## src/rtl/ram_debug_ctrl.sv

```systemverilog
// Board-level RAM debug controller.
// Debounces the write/read keys and runs complete RAM transactions against a
// wait-stated port: write followed by a read-back verify, or a plain read.
// Optional address auto-increment, sticky timeout/verify error flags and a
// seven-segment view of the last loaded word.

// Key conditioner: 2-flop synchroniser, stable-level debouncer and a
// one-cycle press pulse on the debounced high-to-low transition.
module ram_debug_debounce #(
  parameter int DEBOUNCE = 16
) (
  input  logic clk,
  input  logic rst,
  input  logic key_n,
  output logic press
);

  localparam int CNT_W = (DEBOUNCE > 2) ? $clog2(DEBOUNCE) : 1;

  logic             sync1_r;
  logic             sync2_r;
  logic             level_r;
  logic             press_r;
  logic [CNT_W-1:0] cnt_r;

  // Bring the asynchronous key into the clock domain (reset to released).
  always_ff @(posedge clk) begin
    if (rst) begin
      sync1_r <= 1'b1;
      sync2_r <= 1'b1;
    end else begin
      sync1_r <= key_n;
      sync2_r <= sync1_r;
    end
  end

  // Accept a new level only after it has differed for DEBOUNCE straight cycles.
  always_ff @(posedge clk) begin
    if (rst) begin
      level_r <= 1'b1;
      cnt_r   <= '0;
      press_r <= 1'b0;
    end else begin
      press_r <= 1'b0;
      if (sync2_r != level_r) begin
        if (cnt_r == CNT_W'(DEBOUNCE - 1)) begin
          level_r <= sync2_r;
          cnt_r   <= '0;
          press_r <= ~sync2_r;
        end else begin
          cnt_r <= cnt_r + {{(CNT_W-1){1'b0}}, 1'b1};
        end
      end else begin
        cnt_r <= '0;
      end
    end
  end

  assign press = press_r;

endmodule

module ram_debug_ctrl #(
  parameter int ADDR_W   = 8,
  parameter int DATA_W   = 8,
  parameter int DIGITS   = 8,
  parameter int DEBOUNCE = 16,
  parameter int TIMEOUT  = 255
) (
  input  logic                CLK,
  input  logic                RST,
  input  logic                key_wr_n,
  input  logic                key_rd_n,
  input  logic [ADDR_W-1:0]   sw_addr,
  input  logic [DATA_W-1:0]   sw_data,
  input  logic                auto_inc,
  output logic                ram_wen,
  output logic                ram_ren,
  output logic [31:0]         ram_addr,
  output logic [31:0]         ram_store,
  input  logic [31:0]         ram_load,
  input  logic                ram_ready,
  output logic [7*DIGITS-1:0] hex,
  output logic                busy,
  output logic                err_timeout,
  output logic                err_verify
);

  localparam int WAIT_W = $clog2(TIMEOUT + 1);

  localparam logic [1:0] ST_IDLE = 2'd0;
  localparam logic [1:0] ST_WR   = 2'd1;
  localparam logic [1:0] ST_RB   = 2'd2;
  localparam logic [1:0] ST_RD   = 2'd3;

  logic [1:0]        state_r;
  logic [WAIT_W-1:0] wait_cnt_r;
  logic [ADDR_W-1:0] addr_r;
  logic [DATA_W-1:0] data_r;
  logic [ADDR_W-1:0] offset_r;
  logic [31:0]       disp_r;
  logic              err_timeout_r;
  logic              err_verify_r;
  logic              press_wr_s;
  logic              press_rd_s;
  logic              last_wait_s;
  logic              access_done_s;

  // Active-low seven-segment pattern for one hex nibble (bit 6 = segment g).
  function automatic logic [6:0] seg7(input logic [3:0] nib);
    logic [6:0] seg;
    case (nib)
      4'h0:    seg = 7'b1000000;
      4'h1:    seg = 7'b1111001;
      4'h2:    seg = 7'b0100100;
      4'h3:    seg = 7'b0110000;
      4'h4:    seg = 7'b0011001;
      4'h5:    seg = 7'b0010010;
      4'h6:    seg = 7'b0000010;
      4'h7:    seg = 7'b1111000;
      4'h8:    seg = 7'b0000000;
      4'h9:    seg = 7'b0010000;
      4'hA:    seg = 7'b0001000;
      4'hB:    seg = 7'b0000011;
      4'hC:    seg = 7'b1000110;
      4'hD:    seg = 7'b0100001;
      4'hE:    seg = 7'b0000110;
      4'hF:    seg = 7'b0001110;
      default: seg = 7'b1111111;
    endcase
    return seg;
  endfunction

  ram_debug_debounce #(.DEBOUNCE(DEBOUNCE)) u_deb_wr (
    .clk   (CLK),
    .rst   (RST),
    .key_n (key_wr_n),
    .press (press_wr_s)
  );

  ram_debug_debounce #(.DEBOUNCE(DEBOUNCE)) u_deb_rd (
    .clk   (CLK),
    .rst   (RST),
    .key_n (key_rd_n),
    .press (press_rd_s)
  );

  assign last_wait_s   = (wait_cnt_r == WAIT_W'(TIMEOUT - 1));
  // A completed access is the end of a read or of the verify phase of a write.
  assign access_done_s = ram_ready && ((state_r == ST_RB) || (state_r == ST_RD));

  // Transaction sequencer: request latch, wait-state timing, result capture.
  always_ff @(posedge CLK) begin
    if (RST) begin
      state_r       <= ST_IDLE;
      wait_cnt_r    <= '0;
      addr_r        <= '0;
      data_r        <= '0;
      disp_r        <= 32'd0;
      err_timeout_r <= 1'b0;
      err_verify_r  <= 1'b0;
    end else begin
      case (state_r)
        ST_IDLE: begin
          wait_cnt_r <= '0;
          // Write has priority when both presses land in the same cycle.
          if (press_wr_s || press_rd_s) begin
            state_r       <= press_wr_s ? ST_WR : ST_RD;
            addr_r        <= sw_addr + offset_r;
            data_r        <= sw_data;
            err_timeout_r <= 1'b0;
          end
        end
        ST_WR: begin
          if (ram_ready) begin
            state_r    <= ST_RB;
            wait_cnt_r <= '0;
          end else if (last_wait_s) begin
            state_r       <= ST_IDLE;
            wait_cnt_r    <= '0;
            err_timeout_r <= 1'b1;
          end else begin
            wait_cnt_r <= wait_cnt_r + {{(WAIT_W-1){1'b0}}, 1'b1};
          end
        end
        ST_RB: begin
          if (ram_ready) begin
            state_r      <= ST_IDLE;
            wait_cnt_r   <= '0;
            err_verify_r <= (ram_load[DATA_W-1:0] != data_r);
            disp_r       <= ram_load;
          end else if (last_wait_s) begin
            state_r       <= ST_IDLE;
            wait_cnt_r    <= '0;
            err_timeout_r <= 1'b1;
          end else begin
            wait_cnt_r <= wait_cnt_r + {{(WAIT_W-1){1'b0}}, 1'b1};
          end
        end
        ST_RD: begin
          if (ram_ready) begin
            state_r    <= ST_IDLE;
            wait_cnt_r <= '0;
            disp_r     <= ram_load;
          end else if (last_wait_s) begin
            state_r       <= ST_IDLE;
            wait_cnt_r    <= '0;
            err_timeout_r <= 1'b1;
          end else begin
            wait_cnt_r <= wait_cnt_r + {{(WAIT_W-1){1'b0}}, 1'b1};
          end
        end
        default: begin
          state_r    <= ST_IDLE;
          wait_cnt_r <= '0;
        end
      endcase
    end
  end

  // Address offset: held at zero without auto_inc, wraps naturally at 2^ADDR_W.
  always_ff @(posedge CLK) begin
    if (RST) begin
      offset_r <= '0;
    end else if (!auto_inc) begin
      offset_r <= '0;
    end else if (access_done_s) begin
      offset_r <= offset_r + {{(ADDR_W-1){1'b0}}, 1'b1};
    end
  end

  // Enables follow the state register; reset removes them in its own cycle.
  assign ram_wen     = (state_r == ST_WR) && !RST;
  assign ram_ren     = ((state_r == ST_RD) || (state_r == ST_RB)) && !RST;
  assign ram_addr    = 32'(addr_r);
  assign ram_store   = 32'(data_r);
  assign busy        = (state_r != ST_IDLE);
  assign err_timeout = err_timeout_r;
  assign err_verify  = err_verify_r;

  for (genvar gi = 0; gi < DIGITS; gi++) begin : g_digit
    assign hex[7*gi +: 7] = seg7(disp_r[4*gi +: 4]);
  end

endmodule
```

## config.mk

```make
export PLATFORM = sky130hd
export DESIGN_NAME = ram_debug_ctrl
export DESIGN_NICKNAME = d
export VERILOG_FILES = /design/src/rtl/ram_debug_ctrl.sv
export SDC_FILE = /design/constraint.sdc
export NUM_CORES = 1
export LEC_CHECK = 0
export CAP_MARGIN = 20
export CORE_UTILIZATION = 50
export CTS_CLUSTER_SIZE = 14
export DETAILED_ROUTE_END_ITERATION = 16
export GPL_TIMING_DRIVEN = 1
export MAX_ROUTING_LAYER = met4
export PLACE_DENSITY = 0.86
export SYNTH_ARGS = -nofsm -noshare
export SYNTH_HDL_FRONTEND = slang
export SYNTH_HIERARCHICAL = 1
export SYNTH_SLANG_ARGS = --single-unit
```

## constraint.sdc

```tcl
create_clock -name CLK -period 2.6 [get_ports CLK]
set_input_delay 0.39 -clock CLK [delete_from_list [all_inputs] [get_ports CLK]]
set_output_delay 0.39 -clock CLK [all_outputs]
set_load 0.05 [all_outputs]
```

After elaboration in Yosys (flattened, before gate mapping)
Memories as Yosys holds them, arrays and structs flattened. A register that Yosys moved wholly into a read port is not among the register bits.
Index checks and enable logic that the tools add are counted.
{"block": "classes", "n_addsub": 5, "mul": 0, "n_div": 0, "magnitude_cmp": 0, "n_eq_ne": 12, "n_shift": 0, "mux": 29, "bitwise_logic": 7, "reduce_logical": 21}
{"cell": "2-to-1 mux 4 bit", "count": 16}
{"cell": "adder 8 x 1 -> 8 bit, second input constant", "count": 2}
{"cell": "2-to-1 mux 8 bit", "count": 2}
{"cell": "one-hot mux 8 bit (2 select lines)", "count": 1}
{"cell": "OR reduction 3 bit", "count": 5}
{"cell": "2-to-1 mux 2 bit", "count": 5}
{"cell": "AND reduction 2 bit", "count": 5}
{"cell": "adder 4 x 1 -> 4 bit, second input constant", "count": 2}
{"cell": "adder 8 bit", "count": 1}
{"cell": "equality test 4 bit, second input constant", "count": 2}
{"cell": "equality test 8 bit, second input constant", "count": 1}
{"cell": "!= test 8 bit", "count": 1}
{"cell": "inverter 1 bit", "count": 7}
{"cell": "one-hot mux 2 bit (3 select lines)", "count": 1}
{"cell": "equality test 2 bit, second input constant", "count": 2}
{"cell": "!= test 2 bit, second input constant", "count": 2}
{"cell": "OR reduction 2 bit", "count": 2}
{"cell": "logical AND 1 bit", "count": 3}
{"cell": "2-to-1 mux 1 bit", "count": 3}
{"cell": "AND reduction 3 bit", "count": 1}
{"cell": "equality test 2 x 1 -> 1 bit, second input constant", "count": 1}
{"cell": "logical NOT 2 bit", "count": 1}
{"cell": "logical OR 1 bit", "count": 2}
{"cell": "!= test 1 bit", "count": 2}
{"cell": "4 further kinds", "count": 4}
{"block": "totals", "ff_bits": 84, "latch_bits": 0, "ram_bits": 0, "mem_bits_ro": 896, "wordCells": 100, "memories": 8}
{"memory": "(name not given)", "depth": 16, "width": 7, "rd": 1, "rd_clocked_by_memory_dff": 1, "write_ports": 0, "line": "112", "source": "case (nib)"}
{"memory": "(name not given)", "depth": 16, "width": 7, "rd": 1, "rd_clocked_by_memory_dff": 1, "write_ports": 0, "line": "112"}
{"memory": "(name not given)", "depth": 16, "width": 7, "rd": 1, "rd_clocked_by_memory_dff": 1, "write_ports": 0, "line": "112"}
{"memory": "(name not given)", "depth": 16, "width": 7, "rd": 1, "rd_clocked_by_memory_dff": 1, "write_ports": 0, "line": "112"}
{"memory": "(name not given)", "depth": 16, "width": 7, "rd": 1, "rd_clocked_by_memory_dff": 1, "write_ports": 0, "line": "112"}
{"memory": "(name not given)", "depth": 16, "width": 7, "rd": 1, "rd_clocked_by_memory_dff": 1, "write_ports": 0, "line": "112"}
{"memory": "2 more memories"}

Longest topological paths before layout
Gate-level depths: netlist of the first run.
{"block": "logic_depth", "ltp_word": 5, "ltp_mapped": 11, "ltp_nobuf": 7}

Modules after synthesis
Netlist of the first run, hierarchy kept.
{"module": "ram_debug_ctrl", "n_inst": 1, "cells_each": 715, "area_per_inst_um2": 6921.6, "seq_area_each_um2": 2482.4}
{"module": "ram_debug_debounce", "n_inst": 2, "cells_each": 26, "area_per_inst_um2": 285.3, "seq_area_each_um2": 160.2}

Worst setup path before layout of the first run
OpenSTA, ideal clock, no wires.
{"block": "synth_path", "path_kind": "input-to-output", "start": "in RST", "end": "out ram_wen", "arrival_ps": 2276, "path_slack_ps": -66, "stages": 5, "n_path_buf": 4, "path_cell_list": "buf_2 buf_2 buf_2 buf_2 nor3b_1"}
{"block": "synth_between", "elab_chain_cells": 2}
{"element": "start, declared", "line": "71", "source": "input logic RST,"}
{"element": "logical NOT 1 bit", "line": "233", "source": "assign ram_wen = (state_r == ST_WR) && !RST;"}
{"element": "logical AND 1 bit", "line": "233"}
{"element": "end, declared", "line": "77", "source": "output logic ram_wen,"}
Every way passes these cells.

Worst setup path after layout of the first run
{"block": "layout_path", "start": "reg state_r[1]", "end": "out ram_ren"}
{"block": "layout_between", "elab_chain_cells": 3}
{"element": "start, declared", "line": "96", "source": "logic [1:0] state_r;"}
{"element": "start signal, assigned", "line": "168", "source": "state_r <= press_wr_s ? ST_WR : ST_RD;"}
{"element": "equality test 2 bit", "line": "234", "source": "assign ram_ren = ((state_r == ST_RD) || (state_r == ST_RB)) && !RST;"}
{"element": "logical OR 1 bit *", "line": "234"}
{"element": "logical AND 1 bit *", "line": "234"}
{"element": "end, declared", "line": "78", "source": "output logic ram_ren,"}
Mark *: on every way between the ends. The rest lies on a longest branch, timed or not.

==> impl_metrics.json, run 1 <==
{
  "clock_latency_ns": 0.42,
  "slowest_stage": "clkdlybuf4s50_1",
  "finalPower_w": 0.004820,
  "synth_cell_type_count": 68,
  "netlist_area_um2": 7492,
  "num_vias": 5827,
  "grt_pass1_vias": 5488,
  "p_per_area_nw_per_um2": 517.5,
  "max_clock_freq_mhz": 407.1,
  "status": "completed",
  "r2r_end": "hex[45]",
  "avgSynthCellArea_um2": 9.768,
  "layout-drive-gt1-share_pct": 15.14,
  "grt_max_degree": 38,
  "antenna_cells": 0,
  "yosysTopAreaCellShare_pct": 37.41,
  "cts_buffers": 17,
  "synthFlopType": "dfxtp_1",
  "io-pin-count": 179,
  "place_area_um2": 8750,
  "postRouteAntennaNets": 0,
  "root_buffer": "clkbuf_16",
  "clock-sinks": 140,
  "rows": 44,
  "port-buffer-count": 130,
  "required_ns": 2.21,
  "cts.path.max_buffers": 2,
  "fp.dieW_um": 124.4,
  "worstMarginPinSlew_ns": 0.6958,
  "area_growth_pct": 24.33,
  "grt_util_all_layers_pct": 22.02,
  "fin_area_um2": 9315,
  "setup_slack_ns": 0.1438,
  "drv_slew": 0,
  "rr_worst_depth": 7,
  "viasPerCell": 5.288,
  "ctsResizeCount": 1,
  "skew_ns": 0.006142,
  "crit_arrival_ns": 2.07,
  "cts_tree": "done",
  "clk_pin_slew_ns": 0.06,
  "rsz0062_at_grt": "no",
  "slew_headroom_pct": 53.50,
  "finalSetupTns_ns": 0,
  "cp-end-kind": "output pin",
  "maxCapViolCount": 0,
  "die_h_um": 124.4,
  "min_path_type": "input pin to register",
  "fillers": 1129,
  "cpPeakStageDelay_ns": 0.85,
  "syn_inst": 767,
  "timing.final.crit_period_ns": 2.456,
  "grt_pass1_wl_mm": 26.81,
  "instances_no_fill": 1102,
  "cts_setup_buffers": 0,
  "hold_violations": 0,
  "synth_top_cell_by_area": "dfxtp_1",
  "placed_cells": 1071,
  "synth-edff-count": 0,
  "setup_viol": 0,
  "drt_pass1_iterations": 5,
  "cp_top_family": "buffers and inverters",
  "crit_chain": "buf_4 > nor2b_1 > clkdlybuf4s50_1",
  "cp_max_fo": 19,
  "post-route-drc-count": 0,
  "min-delay-start": "ram_ready",
  "ir_drop_v": 0.0004404,
  "gr-total-overflow": 0,
  "core_um2": 14590,
  "fin_crit_sh_pct": 94.47,
  "synth_area_leaders": "dfxtp_1, ha_1, buf_4",
  "wl_per_cell_um": 14.82,
  "drtIter0Drc": 499,
  "hpwl_mm": 11.64,
  "critical_path_class": "register to output pin",
  "h-tree-depth": 4,
  "start_util_pct": 51.36,
  "layout.nets": 1021,
  "die_area_um2": 15480,
  "hold_depth": 3,
  "cts_hold_buf": 0,
  "routed_wl_mm": 16.33,
  "cp-start-kind": "register",
  "synth-seq-area-share_pct": 37.41,
  "crit_path_start": "state_r[1]",
  "yosysWarnings": 6,
  "pre_cts_ws_ns": 0.1651,
  "crit_buf_inv": 2,
  "hold_end": "disp_r[0]",
  "leakagePower_nw": 3.666,
  "gp_congestion": 0.9397,
  "reg2reg_from": "state_r[1]",
  "antenna_found_initial": 0,
  "ys_ff_latch": 140,
  "r2r_slack_ns": 0.27,
  "async_flop_share_pct": 0
}
## report_power, final
group	switching (W)	internal, W	total (W)
Combinational	0.000237	0.0000974	0.000334
Clock	0.000914	0.00142	0.00233
Sequential	0.00000229	0.00215	0.00215
Total	0.00115	0.00367	0.00482
## stage by stage
stage / hold slack, ns / util [%]
global placement: 0.3917 / 59.97
finish: 0.3736 / 63.85
global route: 0.3703 / 63.85
floorplan: 0.3895 / -
CTS: 0.3586 / 63.85
detailed placement: 0.3937 / 59.97
## sequential cells by signal (all words and copies together) (netlist names), 2 cells and up
signal,count
hex,56
offset_r,8
addr_r,8
disp_r,32
wait_cnt_r,8
u_deb_wr/cnt_r,4
u_deb_rd/cnt_r,4
data_r,8
state_r,2
## tightest hold or removal path, stage by stage
cell and delay (ns):
buf_2 0.16, nand3_1 0.13, a21oi_1 0.07
## worst max path at each step
stage,endpoint,slack (ns),cells after the start
floorplan,hex[31],0.32,10
global placement,hex[10],0.20,6
detailed placement,hex[10],0.17,6
CTS,ram_ren,0.13,3
global route,ram_ren,0.04,3
finish,ram_ren,0.14,3
## cells by family (layout without fill, tap and decap cells)
| family | Yosys count | after routing | synth area share, % |
|---|---|---|---|
| xor gates and xnor gates | 38 | 38 | 4.442 |
| other | 1 | 48 | 0.05005 |
| adders and majority gates | 61 | 61 | 10.29 |
| buffers and inverters | 133 | 237 | 11.17 |
| muxes | 40 | 40 | 6.697 |
| DFF | 140 | 140 | 37.41 |
| and+or+nand+nor | 195 | 195 | 13.66 |
| AOI/OAI and AO/OA | 159 | 159 | 16.28 |
## synth_stat cells, drive strengths merged, types with 7 or more instances
cell type / n
a21boi: 8
mux4: 8
buf: 79
o2bb2ai: 7
or2: 14
and3: 18
nand4: 10
nor2: 39
dfxtp: 140
a21oi: 52
o22ai: 23
xor2: 26
mux2i: 31
nand3: 29
o21ai: 14
nand2: 59
inv: 52
a32o: 7
a221o: 7
a21bo: 17
ha: 60
xnor2: 12
## per-layer routing
layer,global-route usage [%],vias to the layer above,wire [um]
met5,-,-,0
met4,7.371,0,223
met3,5.670,23,876
met2,36.46,179,8157
met1,25.90,2772,7070
li1,-,2853,-
## cells in the final DEF, fill, tap and decap left out, drive strengths merged, types with 3 or more instances in the layout
| cell type | n |
|---|---|
| nand3 | 29 |
| a21oi | 52 |
| mux2i | 31 |
| a21bo | 17 |
| o21ai | 14 |
| mux4 | 8 |
| a211oi | 3 |
| xor2 | 26 |
| clkbuf | 19 |
| nor2b | 3 |
| or2 | 14 |
| o2bb2ai | 7 |
| a32o | 7 |
| inv | 52 |
| nor3b | 4 |
| buf | 26 |
| nand3b | 3 |
| nand4 | 10 |
| a41oi | 3 |
| xnor2 | 12 |
| nand2 | 59 |
| and3 | 18 |
| clkdlybuf4s50 | 127 |
| o22ai | 23 |
| nor4 | 4 |
| nor2 | 39 |
| dfxtp | 140 |
| ha | 60 |
| conb | 48 |
| a21boi | 8 |
| clkinvlp | 4 |
| clkinv | 6 |
| a221o | 7 |
| nor3 | 3 |
## area by class of cell
| cell class | instances | area [um^2] | area share, % |
|---|---|---|---|
| Tap cell | 184 | 230.2 | 2.471 |
| Clock inverter | 12 | 123.9 | 1.330 |
| Timing Repair Buffer | 154 | 1485 | 15.94 |
| Multi-Input combinational cell | 541 | 4034 | 43.30 |
| Inverter | 52 | 195.2 | 2.095 |
| Sequential cell | 140 | 2804 | 30.10 |
| Clock buffer | 19 | 442.9 | 4.755 |
(Power assumes the default switching activity.)
==> run 2: changes to the inputs <==
--- a/config.mk
+++ b/config.mk
@@ -6,12 +6,13 @@
 export NUM_CORES = 1
 export LEC_CHECK = 0
 export CAP_MARGIN = 20
-export CORE_UTILIZATION = 50
+export CORE_UTILIZATION = 52
+export CTS_BUF_LIST = sky130_fd_sc_hd__clkbuf_4 sky130_fd_sc_hd__clkbuf_8
 export CTS_CLUSTER_SIZE = 14
 export DETAILED_ROUTE_END_ITERATION = 16
 export GPL_TIMING_DRIVEN = 1
 export MAX_ROUTING_LAYER = met4
-export PLACE_DENSITY = 0.86
+export PLACE_DENSITY = 0.89
 export SYNTH_ARGS = -nofsm -noshare
 export SYNTH_HDL_FRONTEND = slang
 export SYNTH_HIERARCHICAL = 1
==> run 2 against run 1 <==
Net effect:
- first-iteration DRC count shrank 29%
- global-route usage grew 1.1 points
- critical endpoint unchanged
- sequential share of layout area grew 0.57 points
- clock skew grew 0.0024 ns
==> impl_metrics.json, run 2 (same netlist as run 1, synthesis figures left out) <==
{
  "io-pin-count": 179,
  "use_met2_pct": 38.59,
  "ir_drop_v": 0.0003619,
  "mostFrequentLayoutCell": "dfxtp_1",
  "grt.busiest_layer": "met2",
  "grt_pass1_vias": 5503,
  "cpPeakStageDelay_ns": 0.87,
  "grt_util_all_layers_pct": 23.10,
  "min_path_type": "input pin to register",
  "cts.path.max_buffers": 2,
  "grt_pass1_wl_mm": 25.95,
  "clk_pin_slew_ns": 0.07,
  "drtIter0Drc": 352,
  "worstMarginPinSlew_ns": 0.6712,
  "h-tree-depth": 4,
  "skew_ns": 0.008525,
  "core_um2": 13990,
  "fin_crit_sh_pct": 95.13,
  "layout.nets": 1025,
  "cp_top_family": "buffers and inverters",
  "maxCapViolCount": 0,
  "rows": 43,
  "fin_util_pct": 65.35,
  "fin_area_um2": 9141,
  "cts_setup_buffers": 0,
  "status": "completed",
  "place_area_um2": 8772,
  "area_growth_pct": 22.01,
  "cts_tree": "done",
  "crit_cells": 3,
  "leakagePower_nw": 3.603,
  "cp-end-kind": "output pin",
  "start_util_pct": 53.56,
  "crit_chain": "buf_4 > nor2b_1 > clkdlybuf4s50_1",
  "antenna_found_initial": 0,
  "setup_viol": 0,
  "postRouteAntennaNets": 0,
  "drt_pass1_iterations": 5,
  "crit_arrival_ns": 2.08,
  "cp-start-kind": "register",
  "p_per_area_nw_per_um2": 450.5,
  "wl_per_cell_um": 14.76,
  "cp_max_fo": 21,
  "clock_latency_ns": 0.45,
  "die_area_um2": 14890,
  "viasPerCell": 5.287,
  "post-route-drc-count": 0,
  "rsz0062_at_grt": "no",
  "cts_hold_buf": 0,
  "crit_buf_inv": 2,
  "antenna_cells": 0,
  "root_buffer": "clkbuf_8",
  "hold_violations": 0,
  "ctsResizeCount": 1,
  "routed_wl_mm": 16.26,
  "pre_cts_ws_ns": 0.004843,
  "hold_depth": 2,
  "gr-total-overflow": 0,
  "setup_slack_ns": 0.1265,
  "die_h_um": 122.0,
  "finalSetupTns_ns": 0,
  "slew_headroom_pct": 55.25,
  "drv_slew": 0,
  "required_ns": 2.21,
  "largest_reg_flops": 56,
  "critical_path_class": "register to output pin",
  "layout-drive-gt1-share_pct": 15.73,
  "met1_usage_pct": 25.88,
  "timing.final.crit_period_ns": 2.473,
  "hpwl_mm": 12.06,
  "cts_buffers": 17,
  "grtUsageMet3_pct": 6.039,
  "grt_max_degree": 28,
  "gp_congestion": 0.8652,
  "num_vias": 5826,
  "rr_worst_depth": 6,
  "max_clock_freq_mhz": 404.3,
  "port-buffer-count": 130,
  "slowest_stage": "clkdlybuf4s50_1",
  "final_cell_mix": "dfxtp_1, clkdlybuf4s50_1, ha_1",
  "clock-sinks": 140,
  "fp.dieW_um": 122.0
}
run 2: power by group:
part           total (W)  switching [W]  internal [W]
registers        0.00215     0.00000249       0.00215
clock network    0.00163       0.000811      0.000818
logic           0.000339       0.000238      0.000101
total            0.00412        0.00105       0.00307
run 2: worst paths after layout:
path                    startpoint               end  slack (ns)
hold / removal                 RST         data_r[2]        0.35
hold reg to reg   u_deb_wr/sync1_r  u_deb_wr/sync2_r        0.42
setup reg to reg        state_r[1]           hex[17]        0.29
setup / recovery        state_r[1]           ram_ren        0.13
run 2: final cells by class:
type                    count  area (um^2)
fillers                  1088         4847
multi-input cells         541         4034
flip-flops and latches    140         2804
repair buffers            158         1513
clock buffers              20        275.3
well taps                 180        225.2
inverters                  52        195.2
clock inverters            11        95.09
run 2: worst register-to-register path, stage by stage, from the launching register on:
cell and delay [ns]:
dfxtp_2 0.35, and2_1 0.35, nand2_1 0.13, a21oi_1 0.43, inv_1 0.18, ha_1 0.29, mux4_2 0.46
run 2: stage by stage:
step           cells  total power (W)  hold WS (ns)
2_1_floorplan    814         0.002476        0.3895
3_3_place_gp    1071         0.002531        0.3913
3_5_place_dp    1071         0.002533        0.3978
4_1_cts         1102         0.004155        0.3264
5_1_grt         1102         0.004268        0.3480
6_report        1102         0.004118        0.3523
run 2: metal layers:
| layer | share of wire (%) | wire length, um | vias to the layer above |
|---|---|---|---|
| met1 | 42 | 6795 | 2748 |
| li1 | - | - | 2857 |
| met5 | 0 | 0 | - |
| met4 | 2.5 | 404 | 0 |
| met2 | 50 | 8079 | 185 |
| met3 | 6.1 | 985 | 36 |
